## src/rtl/traffic_pkg.sv

```systemverilog
// -----------------------------------------------------------------------------
// traffic_pkg
// Shared definitions for the intersection phase scheduler:
//   - light encodings for one approach ({R,Y,G})
//   - phase state enumeration (encoding is visible on the phase_state port)
//   - number of approaches and direction constants
//   - helper to step a direction index round-robin
// -----------------------------------------------------------------------------
package traffic_pkg;

    localparam int N_DIR = 4;

    localparam logic [1:0] DIR_N = 2'd0;
    localparam logic [1:0] DIR_E = 2'd1;
    localparam logic [1:0] DIR_S = 2'd2;
    localparam logic [1:0] DIR_W = 2'd3;

    // {R,Y,G}
    localparam logic [2:0] LIGHT_RED    = 3'b100;
    localparam logic [2:0] LIGHT_YELLOW = 3'b010;
    localparam logic [2:0] LIGHT_GREEN  = 3'b001;

    typedef enum logic [1:0] {
        ALL_RED = 2'd0,
        GREEN   = 2'd1,
        YELLOW  = 2'd2
    } phase_e;

    // Direction k steps after d, wrapping modulo 4 (k = 4 returns d itself).
    function automatic logic [1:0] dir_after(input logic [1:0] d, input int k);
        return d + 2'(k);
    endfunction

endpackage

```

## src/rtl/approach_queue.sv

```systemverilog
// -----------------------------------------------------------------------------
// approach_queue
// Per-approach car queue: detector rising-edge counter with a saturating
// up/down count.
//
// Ports:
//   clk           system clock
//   rst           synchronous reset, active-high (clears count and history)
//   car_detected  raw detector level; each 0->1 transition is one arrival
//   depart        one car leaves this cycle (ignored when count is zero)
//   count         current queue length, saturates at 2^QW-1
// -----------------------------------------------------------------------------
module approach_queue
    import traffic_pkg::*;
#(
    parameter int QW = 4
) (
    input  logic          clk,
    input  logic          rst,
    input  logic          car_detected,
    input  logic          depart,
    output logic [QW-1:0] count
);

    logic          hist_q, hist_d;
    logic [QW-1:0] count_q, count_d;
    logic          arrive;

    always_comb begin
        hist_d  = car_detected;
        arrive  = car_detected & ~hist_q;
        count_d = count_q;
        // An arrival and a departure in the same cycle cancel, even when the
        // queue is full or empty.
        unique case ({arrive, depart})
            2'b10: if (count_q != '1) count_d = count_q + QW'(1);
            2'b01: if (count_q != '0) count_d = count_q - QW'(1);
            default: ;
        endcase
    end

    always_ff @(posedge clk) begin
        if (rst) begin
            hist_q  <= 1'b0;
            count_q <= '0;
        end else begin
            hist_q  <= hist_d;
            count_q <= count_d;
        end
    end

    assign count = count_q;

endmodule

```

## src/rtl/intersection_phase_scheduler.sv

```systemverilog
// -----------------------------------------------------------------------------
// intersection_phase_scheduler
// Shares a single green phase between four approaches (0=N,1=E,2=S,3=W).
// Counts arrivals per approach, drains the active queue during green and
// sequences GREEN -> YELLOW -> ALL_RED with min/max green limits and
// emergency preemption.
//
// Ports:
//   clk            system clock
//   rst            synchronous reset, active-high
//   car_detected   [4]     per-approach detector levels
//   emergency      [1]     emergency vehicle request
//   emergency_dir  [2]     approach requested by the emergency vehicle
//   lights         [12]    {R,Y,G} per approach, approach i at [3i+2:3i]
//   queue_count    [4*QW]  queue of approach i at [QW*i+QW-1:QW*i]
//   active_dir     [2]     approach owning (or last owning) the phase
//   phase_state    [2]     0 ALL_RED, 1 GREEN, 2 YELLOW
//
// Build option LONGEST_QUEUE_EN: when defined, non-emergency selection in
// ALL_RED picks the longest queue (ties resolved in round-robin order from
// active_dir+1); otherwise the first nonzero queue in round-robin order.
// -----------------------------------------------------------------------------
module intersection_phase_scheduler
    import traffic_pkg::*;
#(
    parameter int QW        = 4,
    parameter int MIN_GREEN = 4,
    parameter int MAX_GREEN = 16,
    parameter int YELLOW_T  = 3,
    parameter int ALL_RED_T = 2,
    parameter int DEPART_T  = 2
) (
    input  logic              clk,
    input  logic              rst,
    input  logic [N_DIR-1:0]  car_detected,
    input  logic              emergency,
    input  logic [1:0]        emergency_dir,
    output logic [3*N_DIR-1:0] lights,
    output logic [QW*N_DIR-1:0] queue_count,
    output logic [1:0]        active_dir,
    output logic [1:0]        phase_state
);

    // One shared phase timer; sized for the longest phase it has to count.
    localparam int TMAX_A = (MAX_GREEN > YELLOW_T) ? MAX_GREEN : YELLOW_T;
    localparam int TMAX   = (TMAX_A > ALL_RED_T) ? TMAX_A : ALL_RED_T;
    localparam int TW     = $clog2(TMAX + 1);
    localparam int DW     = (DEPART_T > 1) ? $clog2(DEPART_T) : 1;

    localparam logic [TW-1:0] MING_LAST = TW'(MIN_GREEN - 1);
    localparam logic [TW-1:0] MAXG_LAST = TW'(MAX_GREEN - 1);
    localparam logic [TW-1:0] YEL_LAST  = TW'(YELLOW_T - 1);
    localparam logic [TW-1:0] AR_LAST   = TW'(ALL_RED_T - 1);
    localparam logic [DW-1:0] DEP_LAST  = DW'(DEPART_T - 1);

    phase_e                  state_q, state_d;
    logic [TW-1:0]           tmr_q, tmr_d, tmr_inc;
    logic [DW-1:0]           dep_q, dep_d;
    logic [1:0]              act_q, act_d;
    logic [N_DIR-1:0][2:0]   lights_q, lights_d;

    logic [N_DIR-1:0]        depart;
    logic [N_DIR-1:0][QW-1:0] cnt;

    logic                    sel_ok;
    logic [1:0]              sel_dir;
    logic [1:0]              cand;
`ifdef LONGEST_QUEUE_EN
    logic [QW-1:0]           best;
`endif

    logic                    em_other, em_hold, dep_now, green_done;

    // ------------------------------------------------------------------
    // Per-approach queues
    // ------------------------------------------------------------------
    for (genvar g = 0; g < N_DIR; g++) begin : g_q
        approach_queue #(.QW(QW)) u_queue (
            .clk          (clk),
            .rst          (rst),
            .car_detected (car_detected[g]),
            .depart       (depart[g]),
            .count        (cnt[g])
        );
    end

    // ------------------------------------------------------------------
    // Next-approach selection (only consumed in ALL_RED)
    // ------------------------------------------------------------------
    always_comb begin
        sel_ok  = 1'b0;
        sel_dir = act_q;
        cand    = act_q;
`ifdef LONGEST_QUEUE_EN
        best    = '0;
`endif
        if (emergency) begin
            sel_ok  = 1'b1;
            sel_dir = emergency_dir;
        end else begin
`ifdef LONGEST_QUEUE_EN
            // Strict '>' keeps the earliest round-robin candidate on ties.
            for (int k = 1; k <= N_DIR; k++) begin
                cand = dir_after(act_q, k);
                if (cnt[cand] > best) begin
                    best    = cnt[cand];
                    sel_dir = cand;
                    sel_ok  = 1'b1;
                end
            end
`else
            // Walk backwards so the nearest nonzero queue after act_q wins;
            // k = N_DIR is act_q itself, considered last.
            for (int k = N_DIR; k >= 1; k--) begin
                cand = dir_after(act_q, k);
                if (cnt[cand] != '0) begin
                    sel_dir = cand;
                    sel_ok  = 1'b1;
                end
            end
`endif
        end
    end

    // ------------------------------------------------------------------
    // Phase FSM
    // ------------------------------------------------------------------
    always_comb begin
        state_d  = state_q;
        tmr_d    = tmr_q;
        dep_d    = dep_q;
        act_d    = act_q;
        depart   = '0;
        tmr_inc  = (&tmr_q) ? tmr_q : tmr_q + TW'(1);
        em_other = emergency && (emergency_dir != act_q);
        em_hold  = emergency && (emergency_dir == act_q);
        dep_now  = (dep_q == DEP_LAST);
        // An emergency for the active approach suspends both normal exits.
        green_done = em_other ||
                     (!em_hold && (((tmr_q >= MING_LAST) && (cnt[act_q] == '0)) ||
                                   (tmr_q >= MAXG_LAST)));

        unique case (state_q)
            ALL_RED: begin
                if ((tmr_q >= AR_LAST) && sel_ok) begin
                    state_d = GREEN;
                    act_d   = sel_dir;
                    tmr_d   = '0;
                    dep_d   = '0;
                end else begin
                    tmr_d   = tmr_inc;
                end
            end
            GREEN: begin
                depart[act_q] = dep_now;
                dep_d         = dep_now ? '0 : dep_q + DW'(1);
                if (green_done) begin
                    state_d = YELLOW;
                    tmr_d   = '0;
                end else begin
                    tmr_d   = tmr_inc;
                end
            end
            YELLOW: begin
                if (tmr_q >= YEL_LAST) begin
                    state_d = ALL_RED;
                    tmr_d   = '0;
                end else begin
                    tmr_d   = tmr_inc;
                end
            end
            default: begin
                state_d = ALL_RED;
                tmr_d   = '0;
            end
        endcase
    end

    // Lights are registered from the next state so they line up with state_q.
    always_comb begin
        lights_d = {N_DIR{LIGHT_RED}};
        if (state_d == GREEN)
            lights_d[act_d] = LIGHT_GREEN;
        else if (state_d == YELLOW)
            lights_d[act_d] = LIGHT_YELLOW;
    end

    always_ff @(posedge clk) begin
        if (rst) begin
            state_q  <= ALL_RED;
            tmr_q    <= '0;
            dep_q    <= '0;
            act_q    <= DIR_N;
            lights_q <= {N_DIR{LIGHT_RED}};
        end else begin
            state_q  <= state_d;
            tmr_q    <= tmr_d;
            dep_q    <= dep_d;
            act_q    <= act_d;
            lights_q <= lights_d;
        end
    end

    assign lights      = lights_q;
    assign queue_count = cnt;
    assign active_dir  = act_q;
    assign phase_state = state_q;

endmodule

```

## config.mk

```make
export PLATFORM = sky130hd
export DESIGN_NAME = intersection_phase_scheduler
export DESIGN_NICKNAME = d
export VERILOG_FILES = /design/src/rtl/traffic_pkg.sv /design/src/rtl/approach_queue.sv /design/src/rtl/intersection_phase_scheduler.sv
export SDC_FILE = /design/constraint.sdc
export NUM_CORES = 1
export LEC_CHECK = 0
export ABC_AREA = 1
export CAP_MARGIN = 20
export CORE_ASPECT_RATIO = 0.6
export CORE_MARGIN = 1
export CORE_UTILIZATION = 55
export CTS_BUF_LIST = sky130_fd_sc_hd__clkbuf_8
export DETAILED_ROUTE_END_ITERATION = 8
export HOLD_SLACK_MARGIN = 0.08
export PLACE_DENSITY = 0.81
export SLEW_MARGIN = 20
export SYNTH_ARGS = -nofsm -noshare
export SYNTH_HDL_FRONTEND = slang
export SYNTH_SLANG_ARGS = --single-unit
```

## constraint.sdc

```tcl
create_clock -name clk -period 3.7 [get_ports clk]
set_input_delay 0.74 -clock clk [delete_from_list [all_inputs] [get_ports clk]]
set_output_delay 0.74 -clock clk [all_outputs]
set_load 0.02 [all_outputs]
```

Word-level counts from Yosys, hierarchy flattened
Cells that the tools add are included.

word-level totals
  bits in registers = 42
  memories = 0
  latch bits = 0
  logic and storage cells = 164
  input port bits = 9
  memory bits (read-only) = 0
  memory bits (writable) = 0

cells by class
  bitwise operators = 11
  reduce and logical (&&, ||, !) cells = 32
  $add $sub $neg = 13
  divide/modulo/power cells = 0
  multiply operators = 0
  multiplexer cells = 50
  magnitude comparators = 11
  shifts and indexed selects = 0
  equal/unequal tests = 27

operators with widths
  operator             number
  $mux 4               13
  $bmux 4 s2           4
  $pmux 4 s2           4
  $reduce_bool 4->1    8
  $mux 12              2
  $mux 5               4
  $mux 2               9
  $add 4x1->4 const B  4
  $ne 2x1->1 const B   8
  $ne 4x4->1 const B   4
  $sub 4x1->4 const B  4
  $lt 2x3->1 const B   5
  $pmux 5 s3           1
  $eq 2x1->1 const B   6
  $eq 2x2->1 const B   6
  $reduce_and 3->1     4
  $ge 5x2->1 const B   2
  $reduce_bool 2->1    5
  $mux 1               8
  $logic_and 1x1->1    7
  $demux 3 s2          1
  $pmux 2 s3           1
  $add 5x1->5 const B  1
  $ge 5x1->1 const B   1
  other kinds (22)     32

Depth between registers and ports, before layout
  depth in word-level cells = 18
  depth in mapped cells = 16
  gate-level depth less buffers = 15

By module
From an unflattened synthesis, not the netlist that was laid out.

unflattened totals
  cells, all modules = 418
  area, all modules = 2688.8 um^2

by module, submodules not included
  module                        cells an instance  times used  sequential area each (um^2)  area each (um^2)
  approach_queue                56                 4           100.1                        349.1
  intersection_phase_scheduler  194                1           440.4                        1292.5

Worst setup path before layout
Ideal clock, no wire load.

  kind = flip-flop to flip-flop
  start point = register act_q[0] (netlist: active_dir[0])
  end point = register g_q[2].u_queue.count_q[3]
  clock period less this slack = 2472 ps
  data required time = 3578 ps
  stages on the path, launching flop included = 16
  arrival time = 2350 ps
  path slack = 1228 ps
  buffers on the path = 1
  setup time = 122 ps
  cells stage by stage = dfxtp_1 inv_2 buf_6 ha_1 nand2_1 inv_1 ha_1 ha_1 nand2_1 nand2_1 a31oi_1 nor2_1 nor2_1 o21ai_0 o21ai_0 a21oi_1

between the ends
  word-level cells in the longest chain between the ends = 9

ends and longest elaborated chain
  element                                                         line                                 text
  start, declared                                                 intersection_phase_scheduler.sv:59   logic [1:0] act_q, act_d;
  start signal, assigned                                          intersection_phase_scheduler.sv:199  act_q <= act_d;
  $lt 2x3->1 (not written as such) or $ge 2x1->1 (tied branches)  intersection_phase_scheduler.sv:155  depart[act_q] = dep_now;
  $logic_and 1x1->1 (not written as such)                         intersection_phase_scheduler.sv:155
  $mux 1 (not written as such)                                    intersection_phase_scheduler.sv:155
  $demux 1 s2 *                                                   intersection_phase_scheduler.sv:155
  $and 4x4->4 (no line) *                                         -
  $mux 4 *                                                        intersection_phase_scheduler.sv:143  unique case (state_q)
  $eq 2x1->1 or $eq 2x2->1 (tied branches)                        approach_queue.sv:35                 unique case ({arrive, depart})
  $ne 2x1->1 (no line) or $reduce_bool 2->1 (tied branches)       -
  $reduce_and 3->1 (no line)                                      -
  end signal, assigned                                            approach_queue.sv:48                 count_q <= count_d;
  end, declared                                                   approach_queue.sv:26                 logic [QW-1:0] count_q, count_d;

Every way passes the cells marked *; elsewhere a longest branch is shown, timed or not.
A chain may end at the register's enable or synchronous reset.

Worst setup path in the final report
  start point = input port car_detected[0]
  end point = register g_q[0].u_queue.count_q[3]

between the ends
  word-level cells in the longest chain between the ends = 4

ends and longest elaborated chain
  element                                                    line                                text
  start, declared                                            intersection_phase_scheduler.sv:35  input logic [N_DIR-1:0] car_detected,
  $and 1x1->1 *                                              approach_queue.sv:31                arrive = car_detected & ~hist_q;
  $eq 2x1->1 or $eq 2x2->1 (tied branches)                   approach_queue.sv:35
  $ne 2x1->1 (no line) or $reduce_bool 2->1 (tied branches)  -
  $reduce_and 3->1 (no line)                                 -
  end signal, assigned                                       approach_queue.sv:48
  end, declared                                              approach_queue.sv:26

Marks and branches as above.

==> impl_metrics.tcl <==
set metrics [dict create \
    status "finished, final reports clean" \
    routed_via_density 5.24 \
    cts-root-buf "clkbuf_8" \
    syn_nets 428 \
    powerDensity_nw_per_um2 676 \
    rr_endpoint "g_q[1].u_queue.count[3]" \
    fin_skew_ns 0.00529 \
    drt-total-wl_mm 6.15 \
    place_area_um2 3140 \
    grt_overflow_total 0 \
    drc 0 \
    drive_gt1_share_pct 6.85 \
    cts_resized 0 \
    n_fill_cell 413 \
    synth.distinct_cells 25 \
    ant_nets 0 \
    synth_area_per_cell_um2 6.82 \
    ctsHoldBuffers 0 \
    hold_violations 0 \
    cts_tree "yes" \
    crit_fanout 5 \
    yosys-top-cells-count "nand2_1 (86), nor2_1 (62), inv_1 (57)" \
    synth_most_common_cell "nand2_1" \
    pwr-share-clk_pct 14.2 \
    port_buffers 40 \
    cts-buffers-inserted 5 \
    final_area_um2 3240 \
    cp-endpoint "g_q[0].u_queue.count[3]" \
    grt_pass1_wl_mm 10.5 \
    rr_startpoint "phase_state[0]" \
    max_freq_mhz 374 \
    synth_top_area_share_pct 31.4 \
    p_sw_mw 1.07 \
    worst_pin_slew_ns 0.504 \
    die_h_um 56.0 \
    relSlewSlack_pct 66.4 \
    finalSetupTns_ns 0 \
    hpwl_mm 4.65 \
    nNetsFinal 473 \
    area_growth_pct 21.0 \
    die_area_um2 5160 \
    crit_path_start_kind "primary input" \
    gp_congestion 1.00 \
    wl_per_cell_um 12.3 \
    p_leak_nw 1.55 \
    p_sw_share_pct 49.0 \
    dpl.cell_count 493 \
    yosys_warnings 0 \
    end_kind "flop" \
    finalNonFillerCells 501 \
    cts_num_sinks 42 \
    cts_setup_buffers 0 \
    synth.area.top_cells "dfxtp_1 (31%), nand2_1 (12%), ha_1 (11%), nor2_1 (8.7%), inv_1 (8.0%)" \
    hold_path.class "reg -> reg" \
    r2r_slack_ns 1.03 \
    ys_seq_area_share_pct 31.4 \
    grt_usage_pct 25.3 \
    crit_type "in -> reg" \
    design.core.area_um2 4610 \
    async_reset_ff_share_pct 0 \
    drv_cap 0 \
    drv_slew 0 \
    vias 2624 \
    synth-seq-cells 42 \
    arrival_ns 2.86 \
    htreeDepth 2 \
    synthCells 392 \
    synth_top_area_cell "dfxtp_1" \
    ff2ff_path_depth 15 \
    fin_crit_sh_pct 72.2 \
    grt_max_degree 19 \
    synth_flop_cell "dfxtp_1" \
    power_frac_comb_pct 58.0 \
    start_util_pct 58.0 \
    whs_ns 0.520 \
    clockBufferDepth 2 \
    grt_pass1_vias 2324 \
    syn_area_um2 2680 \
    max-vdd-ir-drop_uv 569 \
    min_period_ns 2.67 \
    path_clk_slew_ns 0.09 \
    drt_iter0_markers 243 \
    antenna_found_initial 0 \
    critPathLaunch "car_detected[0]" \
    synth_edf_count 0 \
    p_seq_share_pct 27.8 \
    num_rows 19 \
    dieWidth_um 92.0 \
    required_ns 3.89 \
    diodes 0 \
    ios 41 \
    rsz0062_at_grt "false" \
    dr.pass1.iters 5 \
    setup_viol 0 \
    clock_latency_ns 0.30 \
    p_int_mw 1.12 \
]
-- logic make-up (layout without fill, tap and decap cells) --
family	Yosys count	count (layout)	synth area share, %
AND/OR/NAND/NOR	201	201	32.8
AO/OA/AOI/OAI	54	54	11.3
flip-flops	42	42	31.4
adder cells (fa/ha/maj)	27	27	13.8
buffers and inverters	64	110	9.40
XOR/XNOR	4	4	1.31
-- layer usage --
layer | global-route usage, % | up-vias | wire length, um
met5 | 0 | - | 0
met4 | 5.13 | 0 | 51
met3 | 5.19 | 9 | 391
met2 | 40.0 | 89 | 2610
met1 | 35.8 | 1194 | 3100
li1 | - | 1332 | -
-- worst max-delay path: stages --
cell and delay (ns):
clkdlybuf4s50_1 0.45, inv_1 0.05, nor2_1 0.14, inv_1 0.06
ha_1 0.25, ha_1 0.34, nand2_1 0.08, nand2_1 0.04
a31oi_1 0.19, nor2_1 0.06, nor2_1 0.09, o21ai_0 0.12
o21ai_0 0.18, a21oi_1 0.06
-- placed cells by master, fill, tap and decap left out, drive strengths merged --
| master | synthesis | final |
|---|---|---|
| buf | 2 | 2 |
| ha | 23 | 23 |
| clkinvlp | 0 | 1 |
| dfxtp | 42 | 42 |
| o21ai | 14 | 14 |
| inv | 60 | 61 |
| nand4 | 2 | 2 |
| nor2 | 65 | 65 |
| clkbuf | 2 | 5 |
| nand3 | 35 | 35 |
| clkdlybuf4s50 | 0 | 40 |
| and2 | 1 | 1 |
| clkinv | 0 | 1 |
| nand2 | 94 | 94 |
| o22ai | 1 | 1 |
| nor3 | 4 | 4 |
| a21oi | 23 | 23 |
| a31oi | 8 | 8 |
| o21a | 8 | 8 |
| fa | 4 | 4 |
| xnor2 | 4 | 4 |
-- metrics by stage --
| step | power (mW) | util, % | setup slack, ns |
|---|---|---|---|
| finish | 2.19 | 70.2 | 1.03 |
| global route | 2.37 | 70.2 | 0.750 |
| detailed placement | 1.86 | 68.1 | 0.764 |
| global placement | 1.82 | 68.1 | 0.833 |
| CTS | 2.18 | 70.2 | 1.07 |
| floorplan | 1.55 | - | 1.23 |
-- registers in the layout, indices dropped and copies added (netlist names) --
name                cells
phase_state             2
lights                 12
tmr_q                   5
active_dir              2
g_q.u_queue.count      16
g_q.u_queue.hist_q      4
dep_now                 1
-- power groups by stage --
stage               Sequential (mW)  Clock [mW]  Combinational (mW)
floorplan                     0.689           0               0.858
global placement              0.614           0                1.21
detailed placement            0.617           0                1.24
CTS                           0.607       0.316                1.26
global route                  0.620       0.336                1.42
finish                        0.609       0.310                1.27
-- layout make-up --
type	instances	area, um2	area share, %
Clock buffer	5	68.8	2.13
Clock inverter	3	25.0	0.773
Inverter	60	225	6.96
Multi-Input combinational cell	286	1580	48.9
Sequential cell	42	841	26.0
Tap cell	63	78.8	2.44
Timing Repair Buffer	42	415	12.8
-- worst min-delay path by stage --
stage / startpoint / to / slack [ns] / depth (start not counted)
after global placement: tmr_q[4] / tmr_q[4] / 0.50 / 2
after floorplan: tmr_q[4] / tmr_q[4] / 0.47 / 2
after global routing: tmr_q[4] / tmr_q[4] / 0.54 / 2
final: tmr_q[4] / tmr_q[4] / 0.52 / 2
after CTS: tmr_q[4] / tmr_q[4] / 0.52 / 2
after detailed placement: tmr_q[4] / tmr_q[4] / 0.51 / 2
Power figures use the tool's default switching activity.
